<file path="config.mk">
export PLATFORM = sky130hd
export DESIGN_NAME = scoreboard_ram_arbiter
export DESIGN_NICKNAME = d
export VERILOG_FILES = /design/src/rtl/scoreboard_pkg.sv /design/src/rtl/sb_clear_sweeper.sv /design/src/rtl/scoreboard_ram_arbiter.sv
export SDC_FILE = /design/constraint.sdc
export NUM_CORES = 1
export LEC_CHECK = 0
export ABC_AREA = 0
export CORE_MARGIN = 4
export CORE_UTILIZATION = 40
export DETAILED_ROUTE_END_ITERATION = 8
export PLACE_DENSITY = 0.72
export SLEW_MARGIN = 10
export SYNTH_ARGS = -nofsm -noshare
export SYNTH_HDL_FRONTEND = slang
export SYNTH_HIERARCHICAL = 1
export SYNTH_SLANG_ARGS = --single-unit
</file>
<file path="constraint.sdc">
create_clock -name clk -period 2.1 [get_ports clk]
set_clock_uncertainty 0.15 [all_clocks]
set_input_delay 0.63 -clock clk [delete_from_list [all_inputs] [get_ports clk]]
set_output_delay 0.63 -clock clk [all_outputs]
set_load 0.005 [all_outputs]
</file>
<file path="src/rtl/scoreboard_pkg.sv">
// rtl/scoreboard_pkg.sv - shared state type and constants for the scoreboard RAM arbiter
package scoreboard_pkg;

   localparam int SB_ADDR_W = 16;
   localparam int SB_DATA_W = 16;

   localparam logic [SB_DATA_W-1:0] SB_CLR_FILL = '0;

   typedef enum logic [2:0] {
      IDLE,
      WR_ISSUE,
      RD_ISSUE,
      RD_WAIT,
      RD_CAPTURE,
      CLEAR
   } sb_state_e;

endpackage

</file>
<file path="src/rtl/sb_clear_sweeper.sv">
// rtl/sb_clear_sweeper.sv - clear sweep address counter, terminal-count detect and done pulse
module sb_clear_sweeper import scoreboard_pkg::*; #(
   parameter int ADDR_W    = SB_ADDR_W,
   parameter int CLR_DEPTH = 256
) (
   input  logic              clk,
   input  logic              rst,
   input  logic              start,
   input  logic              en,
   output logic [ADDR_W-1:0] next_addr,
   output logic              last,
   output logic              done
);

   if (CLR_DEPTH < 1 || longint'(CLR_DEPTH) > (longint'(1) << ADDR_W)) begin : g_depth_check
      $error("sb_clear_sweeper: CLR_DEPTH must be in 1..2**ADDR_W");
   end

   // Counter runs one ahead of the address on the RAM port, so it reaches
   // CLR_DEPTH (mod 2**ADDR_W) exactly while the final entry is being written.
   localparam logic [ADDR_W-1:0] TERM = ADDR_W'(CLR_DEPTH);

   logic [ADDR_W-1:0] cnt;

   assign next_addr = cnt;
   assign last      = (cnt == TERM);

   always_ff @(posedge clk or negedge rst) begin
      if (!rst) begin
         cnt  <= '0;
         done <= 1'b0;
      end else begin
         done <= en && last;
         if (start) begin
            cnt <= ADDR_W'(1);
         end else if (en) begin
            cnt <= cnt + ADDR_W'(1);
         end
      end
   end

endmodule

</file>
<file path="src/rtl/scoreboard_ram_arbiter.sv">
// rtl/scoreboard_ram_arbiter.sv - single-port scoreboard RAM sequencer with writer/reader arbitration and clear engine
// SB_ARB_RR_EN selects round-robin tie resolution; otherwise the writer wins ties.
module scoreboard_ram_arbiter import scoreboard_pkg::*; #(
   parameter int ADDR_W    = SB_ADDR_W,
   parameter int DATA_W    = SB_DATA_W,
   parameter int CLR_DEPTH = 256
) (
   input  logic              clk,
   input  logic              rst,
   input  logic              wr_req,
   input  logic [ADDR_W-1:0] wr_addr,
   input  logic [DATA_W-1:0] wr_data,
   output logic              wr_gnt,
   input  logic              rd_req,
   input  logic [ADDR_W-1:0] rd_addr,
   output logic              rd_gnt,
   output logic              rd_valid,
   output logic [DATA_W-1:0] rd_data,
   input  logic              clr_start,
   output logic              clr_busy,
   output logic              clr_done,
   output logic [ADDR_W-1:0] ram_address,
   output logic [DATA_W-1:0] ram_data_in,
   output logic              ram_wren,
   input  logic [DATA_W-1:0] ram_data_out
);

   sb_state_e         state;
   logic              clr_pend;
   logic              sweep_start;
   logic              sweep_en;
   logic              sweep_last;
   logic [ADDR_W-1:0] sweep_addr;
   logic              wr_wins_tie;
   logic              pick_wr;
   logic              pick_rd;

`ifdef SB_ARB_RR_EN
   logic last_wr;
   assign wr_wins_tie = !last_wr;
`else
   assign wr_wins_tie = 1'b1;
`endif

   assign pick_wr     = wr_req && (!rd_req || wr_wins_tie);
   assign pick_rd     = rd_req && !pick_wr;
   assign sweep_start = (state == IDLE) && (clr_pend || clr_start);
   assign sweep_en    = (state == CLEAR);

   sb_clear_sweeper #(
      .ADDR_W    (ADDR_W),
      .CLR_DEPTH (CLR_DEPTH)
   ) u_sweeper (
      .clk       (clk),
      .rst       (rst),
      .start     (sweep_start),
      .en        (sweep_en),
      .next_addr (sweep_addr),
      .last      (sweep_last),
      .done      (clr_done)
   );

   always_ff @(posedge clk or negedge rst) begin
      if (!rst) begin
         state       <= IDLE;
         clr_pend    <= 1'b0;
         wr_gnt      <= 1'b0;
         rd_gnt      <= 1'b0;
         rd_valid    <= 1'b0;
         rd_data     <= '0;
         clr_busy    <= 1'b0;
         ram_wren    <= 1'b0;
         ram_address <= '0;
         ram_data_in <= '0;
`ifdef SB_ARB_RR_EN
         last_wr     <= 1'b1;
`endif
      end else begin
         wr_gnt   <= 1'b0;
         rd_gnt   <= 1'b0;
         rd_valid <= 1'b0;
         ram_wren <= 1'b0;
         // A clear arriving mid-transaction waits for that transaction to finish.
         if (clr_start && state != CLEAR) begin
            clr_pend <= 1'b1;
         end
         case (state)
            IDLE: begin
               if (clr_pend || clr_start) begin
                  state       <= CLEAR;
                  clr_pend    <= 1'b0;
                  clr_busy    <= 1'b1;
                  ram_wren    <= 1'b1;
                  ram_address <= '0;
                  ram_data_in <= DATA_W'(SB_CLR_FILL);
               end else if (pick_wr) begin
                  state       <= WR_ISSUE;
                  wr_gnt      <= 1'b1;
                  ram_wren    <= 1'b1;
                  ram_address <= wr_addr;
                  ram_data_in <= wr_data;
`ifdef SB_ARB_RR_EN
                  last_wr     <= 1'b1;
`endif
               end else if (pick_rd) begin
                  state       <= RD_ISSUE;
                  rd_gnt      <= 1'b1;
                  ram_address <= rd_addr;
`ifdef SB_ARB_RR_EN
                  last_wr     <= 1'b0;
`endif
               end
            end
            WR_ISSUE: state <= IDLE;
            RD_ISSUE: state <= RD_WAIT;
            RD_WAIT: begin
               state    <= RD_CAPTURE;
               rd_data  <= ram_data_out;
               rd_valid <= 1'b1;
            end
            RD_CAPTURE: state <= IDLE;
            CLEAR: begin
               if (sweep_last) begin
                  state    <= IDLE;
                  clr_busy <= 1'b0;
               end else begin
                  ram_wren    <= 1'b1;
                  ram_address <= sweep_addr;
               end
            end
            default: state <= IDLE;
         endcase
      end
   end

endmodule

</file>
==> results.sh, run 1 <==
export IMPL_status="complete, no violations"
export IMPL_insertion_delay_ns=0.34
export IMPL_maxSlewViolCount=0
export IMPL_finalHoldViolations=0
export IMPL_antenna_found_initial=0
export IMPL_synth_main_ff_cell="dfrtp_1"
export IMPL_tns_ns=0
export IMPL_fin_crit_sh_pct=96.4
export IMPL_power_density_nw_per_um2=1140
export IMPL_hp_start="ram_data_in[0]"
export IMPL_grt_pass1_wl_mm=14.6
export IMPL_maxCapViolCount=0
export IMPL_syn_area_um2=3580
export IMPL_p_switching_w=0.00195
export IMPL_final_util_pct=62.0
export IMPL_min_path_cells=1
export IMPL_cp_startpoint="u_sweeper/next_addr[1]"
export IMPL_grt_pass1_vias=2999
export IMPL_ys_top_cells_by_count="dfrtp_1 (74), mux2_2 (33), inv_1 (22)"
export IMPL_ys_seq_area_share_pct=51.8
export IMPL_worstHoldPathType="register to register"
export IMPL_drc=0
export IMPL_leakagePower_nw=2.37
export IMPL_clk_pin_slew_ns=0.07
export IMPL_drtPass1Iterations=4
export IMPL_synth_fp_nets=375
export IMPL_p_int_w=0.00420
export IMPL_start_util_pct=41.0
export IMPL_min_period_ns=2.02
export IMPL_power_frac_seq_pct=34.9
export IMPL_p_clk_share_pct=19.7
export IMPL_setup_viol=0
export IMPL_rr_worst_depth=8
export IMPL_dieWidth_um=103
export IMPL_place_congestion=0.944
export IMPL_worst_ep_required_time_ns=2.21
export IMPL_grt_ovfl_total=0
export IMPL_routed_wl_mm=9.21
export IMPL_n_antenna_cell=0
export IMPL_cp_num_cells=8
export IMPL_worstPathArrival_ns=2.13
export IMPL_critPathSlowestCell="dfrtp_1"
export IMPL_crit_family="simple AND/OR/NAND/NOR gates"
export IMPL_clock_path_buffers=2
export IMPL_ctsHtreeMaxLevel=3
export IMPL_ant_nets=0
export IMPL_synth_top_cell_area_share_pct=51.8
export IMPL_ios=123
export IMPL_max_freq_mhz=494
export IMPL_max_slew_worst_pin_slew_ns=0.474
export IMPL_ir_drop_v=0.000612
export IMPL_grt_max_degree=59
export IMPL_timing_rr_start="u_sweeper/next_addr[1]"
export IMPL_root_buffer="clkbuf_8"
export IMPL_synth_seq_cells=74
export IMPL_track_usage_pct=17.7
export IMPL_syn_inst=304
export IMPL_cts_num_sinks=74
export IMPL_switching_share_pct=31.8
export IMPL_path_max_fanout=16
export IMPL_hpwl_mm=6.72
export IMPL_synth_cell_types=44
export IMPL_finalNetCount=524
export IMPL_path_buf_inv=2
export IMPL_die_h_um=103
export IMPL_cpPeakStageDelay_ns=0.35
export IMPL_async_flop_share_pct=100
export IMPL_drive_gt1_share_pct=21.7
export IMPL_timing_worst_setup_path_type="register to register"
export IMPL_viasPerCell=5.14
export IMPL_crit_path_end_kind="register"
export IMPL_core_um2=8720
export IMPL_n_fill_cell=705
export IMPL_slew_headroom_pct=68.1
export IMPL_power_total_w=0.00615
export IMPL_num_vias=2905
export IMPL_combPwrFrac_pct=45.4
export IMPL_floorplan_die_area_um2=10500
export IMPL_area_delta_synth_final_pct=51.3
export IMPL_synth_area_leaders="dfrtp_1 (52%), mux2_2 (10%), mux2i_1 (4.8%)"
export IMPL_tritoncts="built"
export IMPL_yosysWarnings=6
export IMPL_rsz0062_at_grt="no"
export IMPL_synth_most_common_cell="dfrtp_1"
export IMPL_cp_start_kind="register"
export IMPL_synth_edf_count=0
export IMPL_cts_buffers=9
export IMPL_yosys_area_top_type="dfrtp_1"
export IMPL_port_buffers=122
export IMPL_syn_area_per_cell_um2=11.8
export IMPL_drt_initial_drc_count=127
export IMPL_row_count=34
export IMPL_routedWlPerCell_um=16.3
export IMPL_crit_path_cell_trace="inv_1 > ha_2 > nor3b_2 > and4_4 > and4b_2 > a221oi_4 > buf_12 > mux2i_1"
==> metrics by stage <==
stage                     cells  hold WS, ns  area (um^2)  setup slack [ns]
final                       565        0.357         5410            0.0766
after CTS                   565        0.362         5390           0.00898
after global routing        565        0.367         5410            0.0152
after global placement      549        0.329         5160            -0.359
after floorplan             304        0.184         3600           -0.0736
after detailed placement    549        0.340         5160            -0.399
==> power by group through the flow <==
stage / Combinational (W) / Sequential (W) / Clock [W]
6_report: 0.00279 / 0.00215 / 0.00121
5_1_grt: 0.00303 / 0.00220 / 0.00130
4_1_cts: 0.00281 / 0.00215 / 0.00124
3_5_place_dp: 0.00279 / 0.00218 / 0
3_3_place_gp: 0.00275 / 0.00215 / 0
2_1_floorplan: 0.00126 / 0.00223 / 0
==> path summary, 6_finish.rpt <==
kind,end,slack [ns]
max in group asynchronous,rd_gnt,0.69
min in group asynchronous,ram_address[13],0.54
hold reg to reg,ram_data_in[0],0.36
setup / recovery,ram_address[14],0.08
hold / removal,ram_data_in[0],0.36
setup reg to reg,ram_address[14],0.08
==> placed cells by master (no fill, tap or decap), types with 16 or more instances in the layout <==
cell type and instances:
inv_1 22, nor2_1 18, mux2i_1 17, clkdlybuf4s50_1 120, a31oi_1 16, dfrtp_1 74
mux2_2 33, buf_4 31, a22o_1 16, and4b_1 16
==> worst reg2reg max path, stage by stage, from the launching register on <==
cell      delay, ns
dfrtp_1        0.35
inv_1          0.05
ha_2           0.16
nor3b_2        0.14
and4_4         0.20
and4b_2        0.23
a221oi_4       0.22
buf_12         0.21
mux2i_1        0.23
==> cells by family after synthesis <==
logic type | count (synthesis) | share of synthesized area (%)
xor gates and xnor gates | 12 | 2.94
and+or+nand+nor | 80 | 14.5
DFF | 74 | 51.8
adders and majority gates | 2 | 0.700
AOI/OAI and AO/OA | 43 | 9.34
muxes | 51 | 15.5
buffers and inverters | 42 | 5.28
==> flip-flops by register name, summed over array words and instances (netlist names), 3 cells and up <==
signal and cells:
u_sweeper/next_addr 16, ram_address 16, rd_data 16, ram_data_in 16, state 3
==> layout make-up <==
cell class	count	area (um^2)	area share [%]
Timing Repair Buffer	158	1550	28.6
Clock buffer	9	124	2.29
Multi-Input combinational cell	188	1580	29.2
Sequential cell	74	1850	34.2
Inverter	22	82.6	1.53
Tap cell	108	135	2.50
Clock inverter	6	90.1	1.67
==> layer usage <==
metal  global-route usage (%)  vias to the layer above  share of wire, %
met5                        0                        -                 0
met4                     6.26                        0               1.4
met2                     27.1                       85                46
met1                     24.4                     1408                46
met3                     4.74                       13               6.5
li1                         -                     1399                 -
==> repair_timing <==
item	CTS	global route
pin swaps	2	3
hold buffers	1	0
resized for setup	1	6
hold endpoints to repair	16	0
setup buffers	0	0
endpoints found under the setup margin	1	5
Note: power is estimated with default switching activity, not from simulation.
==> run 2, diff against run 1 <==
CTS_CLUSTER_DIAMETER = 50   (was default)
PLACE_DENSITY = 0.75   (was 0.72)
==> run 2 against run 1 <==
  * Cell count increased by 0.18%
  * Maximum frequency increased by 0.29%
  * Global-route usage decreased by 0.23 points
  * Worst setup slack improved by 0.0058 ns
  * Register-to-register slack about the same
  * Clock power decreased by 9%
  * Critical path type is now input port to register
  * Largest cell class unchanged
  * Largest power group unchanged
==> results.sh, run 2 (synthesis results as in run 1) <==
export IMPL_top_layer_used="met4"
export IMPL_worst_ep_required_time_ns=2.21
export IMPL_drt_initial_drc_count=159
export IMPL_status="complete, no violations"
export IMPL_crit_path_cell_trace="clkdlybuf4s50_1 > nor2_2 > nor2_4 > o2111ai_2 > or2_4 > or3_1 > a21oi_1"
export IMPL_tritoncts="built"
export IMPL_antenna_found_initial=0
export IMPL_area_delta_synth_final_pct=51.0
export IMPL_finalHoldViolations=0
export IMPL_crit_path_end_kind="register"
export IMPL_timing_worst_setup_path_type="input port to register"
export IMPL_clk_pin_slew_ns=0.07
export IMPL_max_slew_worst_pin_slew_ns=0.467
export IMPL_num_vias=2947
export IMPL_ant_nets=0
export IMPL_cp_startpoint="clr_start"
export IMPL_layout_common_cells="clkdlybuf4s50_1 (121), dfrtp_1 (74), mux2_2 (33)"
export IMPL_final_common_cell="clkdlybuf4s50_1"
export IMPL_leakagePower_nw=2.36
export IMPL_finalNetCount=524
export IMPL_ios=123
export IMPL_port_buffers=122
export IMPL_clock_path_buffers=2
export IMPL_dieWidth_um=103
export IMPL_maxCapViolCount=0
export IMPL_cts_buffers=9
export IMPL_root_buffer="clkbuf_8"
export IMPL_power_total_w=0.00604
export IMPL_track_usage_pct=17.5
export IMPL_cp_start_kind="input port"
export IMPL_hpwl_mm=6.87
export IMPL_drc=0
export IMPL_path_buf_inv=1
export IMPL_viasPerCell=5.21
export IMPL_cts_num_sinks=74
export IMPL_m1WireLength_mm=3.95
export IMPL_timing_rr_start="u_sweeper/next_addr[1]"
export IMPL_dr_wl_met3_um=707
export IMPL_insertion_delay_ns=0.34
export IMPL_start_util_pct=41.0
export IMPL_drtPass1Iterations=4
export IMPL_grt_pass1_wl_mm=14.4
export IMPL_drive_gt1_share_pct=21.8
export IMPL_grt_pass1_vias=2942
export IMPL_cts_hold_buf=0
export IMPL_maxSlewViolCount=0
export IMPL_timing_rr_end="ram_address[12]"
export IMPL_fin_area_um2=5400
export IMPL_fin_crit_sh_pct=96.1
export IMPL_power_density_nw_per_um2=1120
export IMPL_max_freq_mhz=496
export IMPL_floorplan_die_area_um2=10500
export IMPL_grt_ovfl_total=0
export IMPL_n_antenna_cell=0
export IMPL_grt_max_degree=34
export IMPL_critPathSlowestCell="clkdlybuf4s50_1"
export IMPL_min_period_ns=2.02
export IMPL_worstPathArrival_ns=2.12
export IMPL_placedInstanceArea_um2=5160
export IMPL_setup_viol=0
export IMPL_place_congestion=0.895
export IMPL_die_h_um=103
export IMPL_cpPeakStageDelay_ns=0.49
export IMPL_rr_worst_depth=8
export IMPL_rrSetupSlack_ns=0.08
export IMPL_row_count=34
export IMPL_routed_wl_mm=9.23
export IMPL_core_um2=8720
export IMPL_slew_headroom_pct=68.6
export IMPL_ctsHtreeMaxLevel=3
export IMPL_ir_drop_v=0.000622
export IMPL_crit_family="simple AND/OR/NAND/NOR gates"
export IMPL_worstHoldPathType="input port to async pin"
export IMPL_routedWlPerCell_um=16.3
export IMPL_path_max_fanout=3
export IMPL_met2_length_mm=4.45
run 2: area by class of cell:
class,instances,area (um^2)
inverter,22,82.6
sequential,74,1850
multi-input combinational,188,1590
clock buffer,10,128
timing repair buffer,158,1550
tap,108,135
clock inverter,6,66.3
fill,696,3320
run 2: power breakdown:
part	switching [W]	internal (W)	leakage, nW
registers	0.000249	0.00190	0.965
logic	0.00116	0.00164	1.29
clock network	0.000542	0.000554	0.101
run 2: worst max path at each step:
| stage | endpoint | cells after the start | slack [ns] |
|---|---|---|---|
| 2_1_floorplan | ram_address[5] | 8 | -0.07 |
| 3_3_place_gp | u_sweeper/next_addr[13] | 7 | -0.34 |
| 3_5_place_dp | u_sweeper/next_addr[13] | 7 | -0.40 |
| 4_1_cts | u_sweeper/next_addr[13] | 7 | 0.01 |
| 5_1_grt | u_sweeper/next_addr[10] | 8 | -0.02 |
| 6_report | u_sweeper/next_addr[13] | 7 | 0.08 |
run 2: repair_timing:
item,in CTS,in global routing
hold endpoints to repair,0,0
endpoints found under the setup margin,1,6
setup buffers,0,0
gates resized for setup,0,8
pin swaps,2,2
run 2: per-stage QoR:
step | setup WS (ns) | hold slack (ns) | cells | TNS (ns) | utilization [%]
6_report | 0.0824 | 0.0653 | 566 | 0 | 61.9
5_1_grt | -0.0237 | 0.0706 | 566 | -0.0425 | 61.9
4_1_cts | 0.0143 | 0.0619 | 566 | 0 | 61.4
3_5_place_dp | -0.397 | 0.341 | 550 | -9.41 | 59.2
3_3_place_gp | -0.344 | 0.328 | 550 | -8.28 | 59.2
2_1_floorplan | -0.0736 | 0.184 | 304 | -0.778 | -
run 2: metal layers:
layer	vias up	track usage, %
met5	-	0
met4	0	5.65
met3	9	4.33
met2	111	28.2
met1	1423	23.3
li1	1404	-
